### src/rtl/shift_sequencer.sv
// shift_sequencer: turns one multi-position shift request into a parallel
// load followed by AMOUNT single-step shift commands for a 4-bit shifter,
// then returns the shifted value and a sticky "any bit lost" flag.
module shift_sequencer #(
  parameter int WIDTH = 4,
  parameter int CNT_W = 3
) (
  input  logic             CLK,
  input  logic             RESET,
  input  logic             START,
  input  logic [WIDTH-1:0] OPERAND,
  input  logic             DIR,
  input  logic [CNT_W-1:0] AMOUNT,
  output logic             BUSY,
  output logic             DONE,
  output logic [WIDTH-1:0] RESULT,
  output logic             SHOUT,
  output logic [WIDTH-1:0] SH_DATA,
  output logic             SH_LOAD,
  output logic [1:0]       SH_CTRL,
  input  logic [WIDTH-1:0] SH_OUT,
  input  logic             SH_FLAG
);

  typedef enum logic [1:0] {
    ST_IDLE  = 2'd0,
    ST_LOAD  = 2'd1,
    ST_SHIFT = 2'd2,
    ST_DONE  = 2'd3
  } state_t;

  // Shifter control encodings {LSH,RSH}
  localparam logic [1:0] CTRL_HOLD  = 2'b00;
  localparam logic [1:0] CTRL_LEFT  = 2'b10;
  localparam logic [1:0] CTRL_RIGHT = 2'b01;

  state_t             state_reg;
  state_t             state_next;

  logic [WIDTH-1:0]   op_reg;
  logic               dir_reg;
  logic [CNT_W-1:0]   amt_reg;
  logic [CNT_W-1:0]   cnt_reg;
  logic               sticky_reg;
  logic [WIDTH-1:0]   result_reg;
  logic               shout_reg;

  logic               busy_next;
  logic               done_next;
  logic               load_next;
  logic [1:0]         ctrl_next;

  // State register
  always_ff @(posedge CLK or posedge RESET) begin
    if (RESET) begin
      state_reg <= ST_IDLE;
    end else begin
      state_reg <= state_next;
    end
  end

  // Next-state and Moore output decode; defaults first so nothing latches
  always_comb begin
    state_next = state_reg;
    busy_next  = 1'b1;
    done_next  = 1'b0;
    load_next  = 1'b0;
    ctrl_next  = CTRL_HOLD;
    case (state_reg)
      ST_IDLE: begin
        busy_next = 1'b0;
        if (START) begin
          state_next = ST_LOAD;
        end
      end
      ST_LOAD: begin
        load_next = 1'b1;
        if (amt_reg == '0) begin
          state_next = ST_DONE;
        end else begin
          state_next = ST_SHIFT;
        end
      end
      ST_SHIFT: begin
        // Final SHIFT cycle (counter exhausted) only samples the last flag
        if (cnt_reg != '0) begin
          ctrl_next = dir_reg ? CTRL_RIGHT : CTRL_LEFT;
        end else begin
          state_next = ST_DONE;
        end
      end
      ST_DONE: begin
        done_next  = 1'b1;
        state_next = ST_IDLE;
      end
      default: begin
        state_next = ST_IDLE;
      end
    endcase
  end

  // Request capture, step counter, sticky flag and result registers
  always_ff @(posedge CLK or posedge RESET) begin
    if (RESET) begin
      op_reg     <= '0;
      dir_reg    <= 1'b0;
      amt_reg    <= '0;
      cnt_reg    <= '0;
      sticky_reg <= 1'b0;
      result_reg <= '0;
      shout_reg  <= 1'b0;
    end else begin
      case (state_reg)
        ST_IDLE: begin
          if (START) begin
            op_reg     <= OPERAND;
            dir_reg    <= DIR;
            amt_reg    <= AMOUNT;
            sticky_reg <= 1'b0;
          end
        end
        ST_LOAD: begin
          cnt_reg <= amt_reg;
        end
        ST_SHIFT: begin
          if (cnt_reg != '0) begin
            cnt_reg <= cnt_reg - 1'b1;
          end
          // The first SHIFT cycle follows the load edge, so SH_FLAG is not
          // yet meaningful; every later SHIFT cycle follows a shift edge.
          if (cnt_reg != amt_reg) begin
            sticky_reg <= sticky_reg | SH_FLAG;
          end
        end
        ST_DONE: begin
          result_reg <= SH_OUT;
          shout_reg  <= sticky_reg;
        end
        default: begin
          cnt_reg <= '0;
        end
      endcase
    end
  end

  assign BUSY    = busy_next;
  assign DONE    = done_next;
  assign SH_LOAD = load_next;
  assign SH_CTRL = ctrl_next;
  assign SH_DATA = op_reg;
  assign RESULT  = result_reg;
  assign SHOUT   = shout_reg;

endmodule

### config.mk
export PLATFORM = sky130hd
export DESIGN_NAME = shift_sequencer
export DESIGN_NICKNAME = d
export VERILOG_FILES = /design/src/rtl/shift_sequencer.sv
export SDC_FILE = /design/constraint.sdc
export NUM_CORES = 1
export LEC_CHECK = 0
export CORE_MARGIN = 4
export CORE_UTILIZATION = 35
export CTS_CLUSTER_SIZE = 28
export DETAILED_ROUTE_END_ITERATION = 8
export PLACE_DENSITY = 0.66
export SYNTH_ARGS = -nofsm -noshare
export SYNTH_HDL_FRONTEND = slang
export SYNTH_SLANG_ARGS = --single-unit
### constraint.sdc
create_clock -name CLK -period 1.5 [get_ports CLK]
set_input_delay 0.225 -clock CLK [delete_from_list [all_inputs] [get_ports CLK]]
set_output_delay 0.225 -clock CLK [all_outputs]
set_load 0.005 [all_outputs]
# [After elaboration in Yosys (flattened, before gate mapping)]
# Cells that the tools add are included.
[word_totals] output_inout_bits=14 word_cells=42 reg_bits=19 in_bits=16
[op_classes] bitwise=1 n_eq_ne=8 mux=15 addsub=1 n_reduce_logical=9
[ops] operator="2-bit 2-to-1 mux" n=5
[ops] operator="2-bit != test (second input constant)" n=4
[ops] operator="2-bit one-hot mux with 4 select lines" n=1
[ops] operator="1-bit 2-to-1 mux" n=6
[ops] operator="3-bit one-hot mux with 2 select lines" n=1
[ops] operator="2-bit AND reduction" n=3
[ops] operator="2-bit == test (second input constant)" n=2
[ops] operator="2-bit nonzero test" n=2
[ops] operator="3-bit logical NOT" n=1
[ops] operator="3-bit 2-to-1 mux" n=1
[ops] operator="3-bit != test" n=1
[ops] operator="3-bit AND reduction" n=1
[ops] operator="3-bit nonzero test" n=1
[ops] operator="3-bit by 1-bit subtractor with 3-bit output (second input constant)" n=1
[ops] operator="2-bit by 1-bit == test with 1-bit output (second input constant)" n=1
[ops] operator="2-bit logical NOT" n=1
[ops] operator="1-bit one-hot mux with 2 select lines" n=1
[ops] operator="1-bit bitwise OR" n=1

# [Logic depth before layout (Yosys ltp)]
# Gate-level depths: netlist (run 1).
[logic_depth] ltp_word=3 depth_mapped=6 depth_no_buf=5

# [Worst setup path before layout (run 1)]
# No wires, ideal clock.
[synth_timing] path_type="register to register" startpoint="reg state_reg[0]" endpoint="reg state_reg[1]" synth_period_minus_slack_ps=1398 setup_time_ps=125 arrival_time_ps=1272 n_path_buf=0 stages_incl_launch_ff=6 slack_ps=102 required_time_ps=1375 path_cell_list="dfrtp_1 inv_1 ha_1 nor2b_1 a21oi_2 mux2_4"
[synth_via] elab_chain_len=3 elab_cells_between_ends=8 cone_classes="eq/ne: 5; mux: 1; reduce/logical: 2"
[synth_rtl] element="from (decl)" line_no="37" text="state_t state_reg;"
[synth_rtl] element="from (signal assigned)" line_no="58" text="state_reg <= state_next;"
[synth_rtl] element="2-bit == test or 2-bit logical NOT (tied branches)" line_no="69" text="case (state_reg)"
[synth_rtl] element="2-bit != test (no source line)"
[synth_rtl] element="2-bit AND reduction (no source line)"
# Parallel ways exist; a longest one is shown, timed or not.
# A chain may end at the register's enable or synchronous reset.

# [Final worst setup path (run 1)]
[layout_timing] startpoint="reg state_reg[1]" endpoint="out SH_CTRL[0]"
[layout_via] elab_chain_len=2
[layout_rtl] element="2-bit == test" line_no="69"
[layout_rtl] element="2-bit 2-to-1 mux" line_no="69"
[layout_rtl] element="to (decl)" line_no="20" text="output logic [1:0] SH_CTRL,"
# No other way between the ends.

==> flow_summary.json, run 1 <==
{
  "grt_busiest_layer": "met2",
  "io_buffers": 29,
  "ios": 30,
  "synth_compound_area_frac": 0.0737,
  "p_switching_uw": 1190,
  "failed_checks": "negative setup slack",
  "synth_top_family_by_area": "multiplexers",
  "ys_ff_latch": 19,
  "cp.required_ps": 1270,
  "path_class": "reg -> out",
  "start_util": 0.380,
  "r2r-end": "state_reg[1]$_DFFE_PP0P_",
  "clock_path_buffers": 2,
  "final_max_slew_viol_count": 0,
  "status": "finished, violations left",
  "grt_max_degree": 20,
  "insertion_delay_ps": 300,
  "grt.total_usage": 0.140,
  "die_h_um": 61.0,
  "die_x_um": 61.0,
  "drive_above_1_share": 0.370,
  "cts_buffers": 3,
  "rsz0062_at_grt": "true",
  "nets": 151,
  "antenna_found_initial": 0,
  "grt_use_met2": 0.258,
  "grt-ovfl-total": 0,
  "leakagePower_uw": 0.000676,
  "dieArea_mm2": 0.00373,
  "arrival_ps": 1310,
  "ir_drop_uv": 1400,
  "hold_violations": 0,
  "dp_cells": 149,
  "synthToLayoutAreaGrowth_pct": 56.8,
  "yosys.area_share.xor_xnor": 0.0356,
  "drcViolationCount": 0,
  "yosysSeqAreaShare": 0.483,
  "cts_tree": "built",
  "num_rows": 18,
  "synth_mux_area_frac": 0.179,
  "r2r-start": "state_reg[1]$_DFFE_PP0P_",
  "synthCells": 80,
  "p_per_area_mw_per_mm2": 2150,
  "ys_warn_count": 0,
  "cts-htree-levels": 1,
  "p_sw_frac": 0.358,
  "syn-mean-instance-area_um2": 12.3,
  "finalNonFillerCells": 157,
  "finalCriticalPeriod_ps": 1540,
  "hpwl_mm": 1.64,
  "setup_ws_ps": -35.9,
  "startpoint_type": "flip-flop",
  "clkTransAtPathRegs_ps": 100,
  "syn_nets": 103,
  "synthSimpleGateAreaFrac": 0.112,
  "design.core.area_mm2": 0.00259,
  "syn-cell-area_um2": 985,
  "grt_pass1_vias": 830,
  "worst_pin_slew_ps": 277,
  "first_pass_iters": 2,
  "grt_use_met3": 0.0419,
  "max-cap-violations": 0,
  "pwr-share-seq": 0.296,
  "fmax_mhz": 651,
  "avgViaCountPerCell": 4.93,
  "setup_violations": 1,
  "routed_wl_mm": 2.31,
  "combPwrFrac": 0.626,
  "final_antenna_net_count": 0,
  "use_met1": 0.156,
  "power_frac_clock": 0.078,
  "finClkSkew_ps": 2.35,
  "vias": 774,
  "fin_util": 0.596,
  "drt_iter0_drc": 5,
  "clockRootBuffer": "clkbuf_4",
  "p_total_uw": 3320,
  "post-route-period-util": 1.02,
  "slew_headroom": 0.813,
  "crit_path_max_fanout": 3,
  "grt_pass1_wl_mm": 3.74,
  "antennaDiodeCount": 0,
  "rr_worst_depth": 6,
  "r2r_slack_ps": 20,
  "yosysUniqueCellTypes": 26,
  "critPathCaptureType": "primary output",
  "hp-class": "in -> async",
  "gp_congestion": 0.730,
  "synth_fa_ha_area_frac": 0.0889,
  "cts.sinks": 19,
  "p_int_uw": 2130,
  "avgRoutedWirePerCell_um": 14.7,
  "nFillCells": 214
}
## per-layer routing
metal / vias to the layer above / part of all wire
li1: 374 / -
met1: 374 / 0.40
met2: 22 / 0.52
met3: 4 / 0.070
met4: 0 / 0.013
met5: - / 0
## through the flow
step	hold WS [ps]	setup TNS [ps]	area [um^2]	worst slack, ps
after floorplan	176	0	985	102
after global placement	476	-108	1390	-59.7
after detailed placement	484	-320	1390	-116
after CTS	235	-113	1480	-80.3
after global routing	265	-237	1540	-91.1
final	232	-35.9	1540	-35.9
## worst max-delay path, stage by stage, from the launching register on
cell,delay (ps)
dfrtp_1,440
buf_6,140
ha_4,160
and3_4,160
buf_6,110
## repair_timing
item                                    in CTS  in global routing
pin swaps                                    0                  2
hold buffers                                 0                  0
endpoints found under the setup margin       7                 10
gates resized for setup                     34                 13
setup buffers                                3                  1
## synthesized netlist by cell type
cell type  instances  area share
mux2_4             2       0.030
nand3b_1           1      0.0076
xor2_1             3       0.027
a211oi_1           3       0.023
mux2_2             5       0.057
dfrtp_1           19        0.48
a2bb2oi_1          1      0.0089
nand2b_4           1       0.014
a21oi_1            3       0.015
nand3_1            1      0.0051
nor3_1             2       0.010
buf_2              1      0.0051
xnor2_1            1      0.0089
nor2b_1            3       0.019
nor2_1             2      0.0076
mux2_1             8       0.091
nor4b_1            1      0.0089
a21oi_2            2       0.018
o311ai_1           1      0.0089
and3_1             1      0.0064
nor4_1             1      0.0064
nand2b_1           2       0.013
nand2_1            2      0.0076
inv_1              6       0.023
ha_1               7       0.089
nand2_2            1      0.0064
## cell usage in the layout, fill, tap and decap left out
master / count
nor4_1: 1
nand3_1: 1
o311ai_1: 1
nand2b_1: 2
xor2_1: 3
clkbuf_1: 1
mux2_1: 8
mux2_2: 5
nand2b_4: 1
buf_4: 11
a211oi_2: 1
nand2_4: 1
a2bb2oi_1: 1
a21oi_4: 1
xnor2_1: 1
buf_2: 3
nor2b_4: 1
nor3_1: 2
clkbuf_4: 3
and3_4: 1
a21oi_1: 3
inv_1: 1
nand2_1: 2
nor2_1: 2
clkdlybuf4s50_1: 24
ha_1: 3
dfrtp_1: 19
mux2_4: 2
nor2b_1: 2
nand3b_1: 1
a21oi_2: 1
a211oi_1: 2
ha_4: 4
inv_2: 5
buf_6: 6
nor4b_4: 1
## worst max path at each step
| stage | start | end | slack [ps] | depth (start not counted) |
|---|---|---|---|---|
| after floorplan | state_reg[0]$_DFFE_PP0P_ | state_reg[1]$_DFFE_PP0P_ | 100 | 5 |
| after global placement | cnt_reg[0]$_DFFE_PP0P_ | SH_CTRL[0] | -60 | 5 |
| after detailed placement | cnt_reg[0]$_DFFE_PP0P_ | SH_CTRL[1] | -120 | 6 |
| after CTS | cnt_reg[0]$_DFFE_PP0P_ | SH_CTRL[1] | -80 | 6 |
| after global routing | state_reg[1]$_DFFE_PP0P_ | SH_CTRL[1] | -90 | 5 |
| final | state_reg[1]$_DFFE_PP0P_ | SH_CTRL[0] | -40 | 4 |
## power groups by stage
stage / registers [uW] / clock network (uW) / logic [uW]
final: 982 / 260 / 2080
after global placement: 947 / 0 / 1710
after CTS: 969 / 271 / 1910
after floorplan: 958 / 0 / 951
after detailed placement: 962 / 0 / 1750
after global routing: 1020 / 291 / 2270
## cell type report
type / instances / area (um^2) / share of cell area
Inverter: 6 / 22.5 / 0.0146
Tap cell: 30 / 37.5 / 0.0243
Sequential cell: 19 / 475 / 0.308
Multi-Input combinational cell: 54 / 577 / 0.374
Timing Repair Buffer: 44 / 405 / 0.263
Clock buffer: 4 / 26.3 / 0.0170
## logic make-up after synthesis
family | count (synthesis)
buf+inv | 7
fa+ha+maj | 7
simple gates | 18
mux | 15
xor+xnor | 4
compound gates | 10
flops | 19
No activity file was read; power rests on OpenSTA's default activity.
==> inputs of run 2 (changes only) <==
--- a/config.mk
+++ b/config.mk
@@ -6,10 +6,10 @@
 export NUM_CORES = 1
 export LEC_CHECK = 0
 export CORE_MARGIN = 4
-export CORE_UTILIZATION = 35
+export CORE_UTILIZATION = 45
 export CTS_CLUSTER_SIZE = 28
 export DETAILED_ROUTE_END_ITERATION = 8
-export PLACE_DENSITY = 0.66
+export PLACE_DENSITY = 0.77
 export SYNTH_ARGS = -nofsm -noshare
 export SYNTH_HDL_FRONTEND = slang
 export SYNTH_SLANG_ARGS = --single-unit
==> constraint.sdc (replaced) <==
create_clock -name CLK -period 1.6 [get_ports CLK]
set_input_delay 0.24 -clock CLK [delete_from_list [all_inputs] [get_ports CLK]]
set_output_delay 0.24 -clock CLK [all_outputs]
set_load 0.005 [all_outputs]
==> run 2 against run 1 <==
Against the previous run:
- the flow now finishes without violations
- clock skew barely moved
- register-to-register slack better by 110 ps
- die area is 19% lower
- worst setup slack improved by 88 ps
- core utilization increased by 14 points
- global-route usage up 2.7 points
- largest power group unchanged
- final cell count is 1.3% lower
- total power down 11%
- critical path depth stayed put
- hold slack lost 3.9 ps
- highest routed layer unchanged
- non-clock buffer count rose by 1
==> flow_summary.json, run 2 (synthesis gave the netlist of run 1 again) <==
{
  "p_sw_frac": 0.350,
  "drcViolationCount": 0,
  "holdWs_ps": 228,
  "status": "completed",
  "max-cap-violations": 0,
  "start_util": 0.487,
  "rr_worst_depth": 5,
  "slew_headroom": 0.818,
  "leakagePower_uw": 0.000657,
  "cts-htree-levels": 1,
  "gp_congestion": 0.774,
  "synthToLayoutAreaGrowth_pct": 51.5,
  "final_common_cell": "clkdlybuf4s50_1",
  "hpwl_mm": 1.60,
  "power_frac_clock": 0.090,
  "dp_cells": 145,
  "dieArea_mm2": 0.00300,
  "grt-ovfl-total": 0,
  "finClkSkew_ps": 2.45,
  "combPwrFrac": 0.607,
  "r2r-end": "state_reg[1]$_DFFE_PP0P_",
  "avgViaCountPerCell": 4.99,
  "routed_wl_mm": 2.13,
  "cts.sinks": 19,
  "die_x_um": 54.8,
  "ios": 30,
  "critPathCaptureType": "primary output",
  "crit_path_max_fanout": 3,
  "post-route-period-util": 0.968,
  "insertion_delay_ps": 310,
  "grt_pass1_wl_mm": 3.52,
  "die_h_um": 54.8,
  "ir_drop_uv": 1300,
  "final_max_slew_viol_count": 0,
  "rsz0062_at_grt": "false",
  "drive_above_1_share": 0.344,
  "p_switching_uw": 1040,
  "nFillCells": 150,
  "pwr-share-seq": 0.303,
  "use_met1": 0.200,
  "finalCriticalPeriod_ps": 1550,
  "finalNonFillerCells": 155,
  "nets": 152,
  "clkTransAtPathRegs_ps": 120,
  "antenna_found_initial": 0,
  "clock_path_buffers": 2,
  "hold_violations": 0,
  "vias": 773,
  "cts_buffers": 3,
  "arrival_ps": 1310,
  "cp.required_ps": 1360,
  "r2r-start": "state_reg[1]$_DFFE_PP0P_",
  "cts_tree": "built",
  "first_pass_iters": 4,
  "startpoint_type": "flip-flop",
  "setup_violations": 0,
  "drt_iter0_drc": 11,
  "io_buffers": 29,
  "layout_common_cells": "clkdlybuf4s50_1, dfrtp_1, buf_4",
  "r2r_slack_ps": 130,
  "antennaDiodeCount": 0,
  "design.core.area_mm2": 0.00202,
  "hp-class": "in -> async",
  "p_total_uw": 2960,
  "path_class": "reg -> out",
  "p_int_uw": 1920,
  "fin_util": 0.738,
  "grt.total_usage": 0.167,
  "grt_use_met3": 0.0218,
  "grt_use_met2": 0.293,
  "grt_max_degree": 20,
  "fmax_mhz": 646,
  "p_per_area_mw_per_mm2": 1980,
  "avgRoutedWirePerCell_um": 13.7,
  "grt_busiest_layer": "met2",
  "num_rows": 16,
  "final_antenna_net_count": 0,
  "grt_pass1_vias": 792,
  "clockRootBuffer": "clkbuf_4",
  "worst_pin_slew_ps": 270
}
[run 2: timing repair]
item,CTS,global route
setup endpoints to repair,5,5
resized for setup,22,6
hold buffers,0,0
setup buffers,3,3
[run 2: stage by stage]
step	instance area, um^2	setup WS (ps)	TNS, ps
floorplan	985	202	0
global placement	1380	28.1	0
detailed placement	1380	-0.323	-0.323
CTS	1480	-95.4	-95.4
global route	1490	3.03	0
finish	1490	52.0	0
[run 2: layout make-up]
type / count / area [um^2] / share of cell area
Tap cell: 27 / 33.8 / 0.0227
Multi-Input combinational cell: 54 / 524 / 0.352
Sequential cell: 19 / 477 / 0.320
Clock buffer: 3 / 22.5 / 0.0151
Clock inverter: 1 / 7.51 / 0.00503
Inverter: 6 / 25.0 / 0.0168
Timing Repair Buffer: 45 / 402 / 0.269
[run 2: per-layer routing]
layer	up-vias	wire length, um
li1	376	-
met1	372	920
met2	21	1060
met3	4	106
met4	0	37
met5	-	0
[run 2: power by group through the flow]
stage	clock network, uW	registers [uW]	logic (uW)
5_1_grt	286	937	1980
4_1_cts	272	899	1760
6_report	266	897	1800
3_5_place_dp	0	908	1600
2_1_floorplan	0	898	891
3_3_place_gp	0	894	1560
[run 2: worst max-delay path by stage]
stage,from,to,slack [ps],cells after the start
finish,state_reg[1]$_DFFE_PP0P_,SH_LOAD,50,4
floorplan,state_reg[0]$_DFFE_PP0P_,state_reg[1]$_DFFE_PP0P_,200,5
detailed placement,cnt_reg[0]$_DFFE_PP0P_,SH_CTRL[0],-0.3,5
global placement,cnt_reg[1]$_DFFE_PP0P_,SH_CTRL[0],30,5
CTS,cnt_reg[0]$_DFFE_PP0P_,SH_CTRL[0],-100,5
global route,cnt_reg[0]$_DFFE_PP0P_,SH_CTRL[0],3,5
[run 2: critical path, stage by stage (launching register included)]
cell	delay (ps)
dfrtp_2	430
buf_6	130
inv_4	60
ha_2	170
clkdlybuf4s15_1	200
==> variant (settings of run 2) <==
Set the parameter `WIDTH` to 6 (it was 4).
--- a/src/rtl/shift_sequencer.sv
+++ b/src/rtl/shift_sequencer.sv
@@ -2,7 +2,7 @@
 // load followed by AMOUNT single-step shift commands for a 4-bit shifter,
 // then returns the shifted value and a sticky "any bit lost" flag.
 module shift_sequencer #(
-  parameter int WIDTH = 4,
+  parameter int WIDTH = 6,
   parameter int CNT_W = 3
 ) (
   input  logic             CLK,
Interface: changed (resized OPERAND, RESULT, SH_DATA and SH_OUT); port bits go from 30 to 38. The function was not compared with the original's and may differ.
==> variant against run 2 <==
- the flow now finishes with violations (setup timing)
- register-to-register slack worse by 130 ps
- design area is 22% higher
- sequential share of layout area down 0.37 points
- synthesized area up 14%
- total power is 24% higher
- non-clock buffer count increased by 15
- sequential cell count is 4 higher
- first-iteration DRC count grew 18%
- worst setup slack worse by 68 ps
- wire length rose by 35%
- largest cell class unchanged
- highest routed layer unchanged
==> variant: results (changes against run 2) <==
Outcome
  • Outcome: complete, but fails checks (was finished clean)
  • Failing checks: setup timing

Critical path
  • R2R Path End: state_reg[1]$_DFFE_PP0P_ (unchanged)
  • CP Max Fanout: 4 (was 3)
  • Worst Path Arrival: 1380 ps (was 1310 ps)
  • Register-to-register setup slack: 0 ps (was 130 ps)
  • Crit path largest cell delay: 480 ps (was 430 ps)
  • Worst r2r path cells: 7 (was 5)
  • Dominant delay contributor by cell family on the critical path: flip-flops (unchanged)
  • CP endpoint: SH_CTRL[0] (was SH_LOAD)

Pwr
  • Seq group: 1.10 mW (was 0.897 mW)
  • Max rail drop VDD: 1.60 mV (was 1.30 mV)
  • Static Leak: 0.825 nW (was 0.657 nW)
  • Clock group share of total power: 0.071 (was 0.090)
  • Sw Pwr: 1.26 mW (was 1.04 mW)
  • PwrDens: 2000 mW/mm² (was 1980 mW/mm²)

Routing
  • Via count: 905 (was 773)
  • Met3 WL: 113 µm (was 106 µm)
  • Initial DRC Count: 13 (was 11)
  • Met1 WL: 1150 µm (was 920 µm)
  • DR WL met2: 1580 µm (was 1060 µm)
  • Final WL: 2860 µm (was 2130 µm)
  • First-pass DRT Iterations: 4 (unchanged)

GRT
  • GRT Util Overall: 0.173 (was 0.167)
  • Vias in the first global route: 971 (was 792)
  • Met1 Usage GRT: 0.205 (was 0.200)
  • Met3 usage: 0.0312 (was 0.0218)
  • Antenna violations before repair: 0 (unchanged)
  • Met2 usage: 0.303 (was 0.293)
  • First-pass GRT wire length: 4510 µm (was 3520 µm)
  • Largest net degree at the start of global routing: 24 (was 20)

Logic synthesis
  • Net count after synthesis: 116 (was 103)
  • Area contributors post-synth: dfrtp_1, mux2_2, ha_1 (was dfrtp_1, mux2_1, ha_1)
  • Register area share after synthesis: 0.513 (was 0.483)
  • Synth cell count leaders: dfrtp_1, mux2_2, ha_1, inv_1, a21oi_1 (was dfrtp_1, mux2_1, ha_1)
  • Yosys cell types: 23 (was 26)
  • Post-Synthesis Cells: 89 (was 80)

STA
  • Hold slack: 254 ps (was 228 ps)
  • Clk_skew: 2.72 ps (was 2.45 ps)
  • Final setup margin: -16.0 ps (was 52.0 ps)
  • Setup_tns: -17.6 ps (was 0 ps)
  • Setup violators final: 2 (was 0)
  • Slew @ Worst Pin: 356 ps (was 270 ps)

Placement
  • GP Congestion: 0.854 (was 0.774)
  • Placed Cells: 163 (was 145)
  • DP HPWL: 1940 µm (was 1600 µm)
  • Placed Instance Area: 0.00161 mm² (was 0.00138 mm²)
  • IO Port Bufs: 37 (was 29)
  • Setup WS pre-CTS: -15.0 ps (was -0.323 ps)

Finish
  • # fillers: 138 (was 150)
  • Share of cells above drive strength 1: 0.453 (was 0.344)
  • Fin cells: 178 (was 155)

Clock tree
  • Clock latency on the worst-skew pair: around 300 ps
  • Number of gates resized after CTS: 24 (was 22)
  • Setup Buffers After CTS: 7 (was 3)
  • Clock root buffer: clkbuf_4 (unchanged)
[variant: final cells by class]
type / count / area [µm²] / share of cell area
Tap cell: 28 / 35.0 / 0.0192
Sequential cell: 23 / 577 / 0.316
Timing Repair Buffer: 60 / 563 / 0.308
Inverter: 7 / 26.3 / 0.0144
Clock buffer: 3 / 22.5 / 0.0123
Clock inverter: 1 / 5.00 / 0.00274
Multi-Input combinational cell: 56 / 597 / 0.327
[variant: cell families (layout without fill, tap and decap cells)]
| group | after synthesis | count (layout) | share of synthesized area |
|---|---|---|---|
| buffers and inverters | 10 | 71 | 0.0390 |
| muxes | 18 | 18 | 0.184 |
| xor gates and xnor gates | 3 | 3 | 0.0234 |
| adders and majority gates | 7 | 7 | 0.0780 |
| AOI/OAI and AO/OA | 11 | 11 | 0.0714 |
| DFF | 23 | 23 | 0.513 |
| and+or+nand+nor | 17 | 17 | 0.0914 |
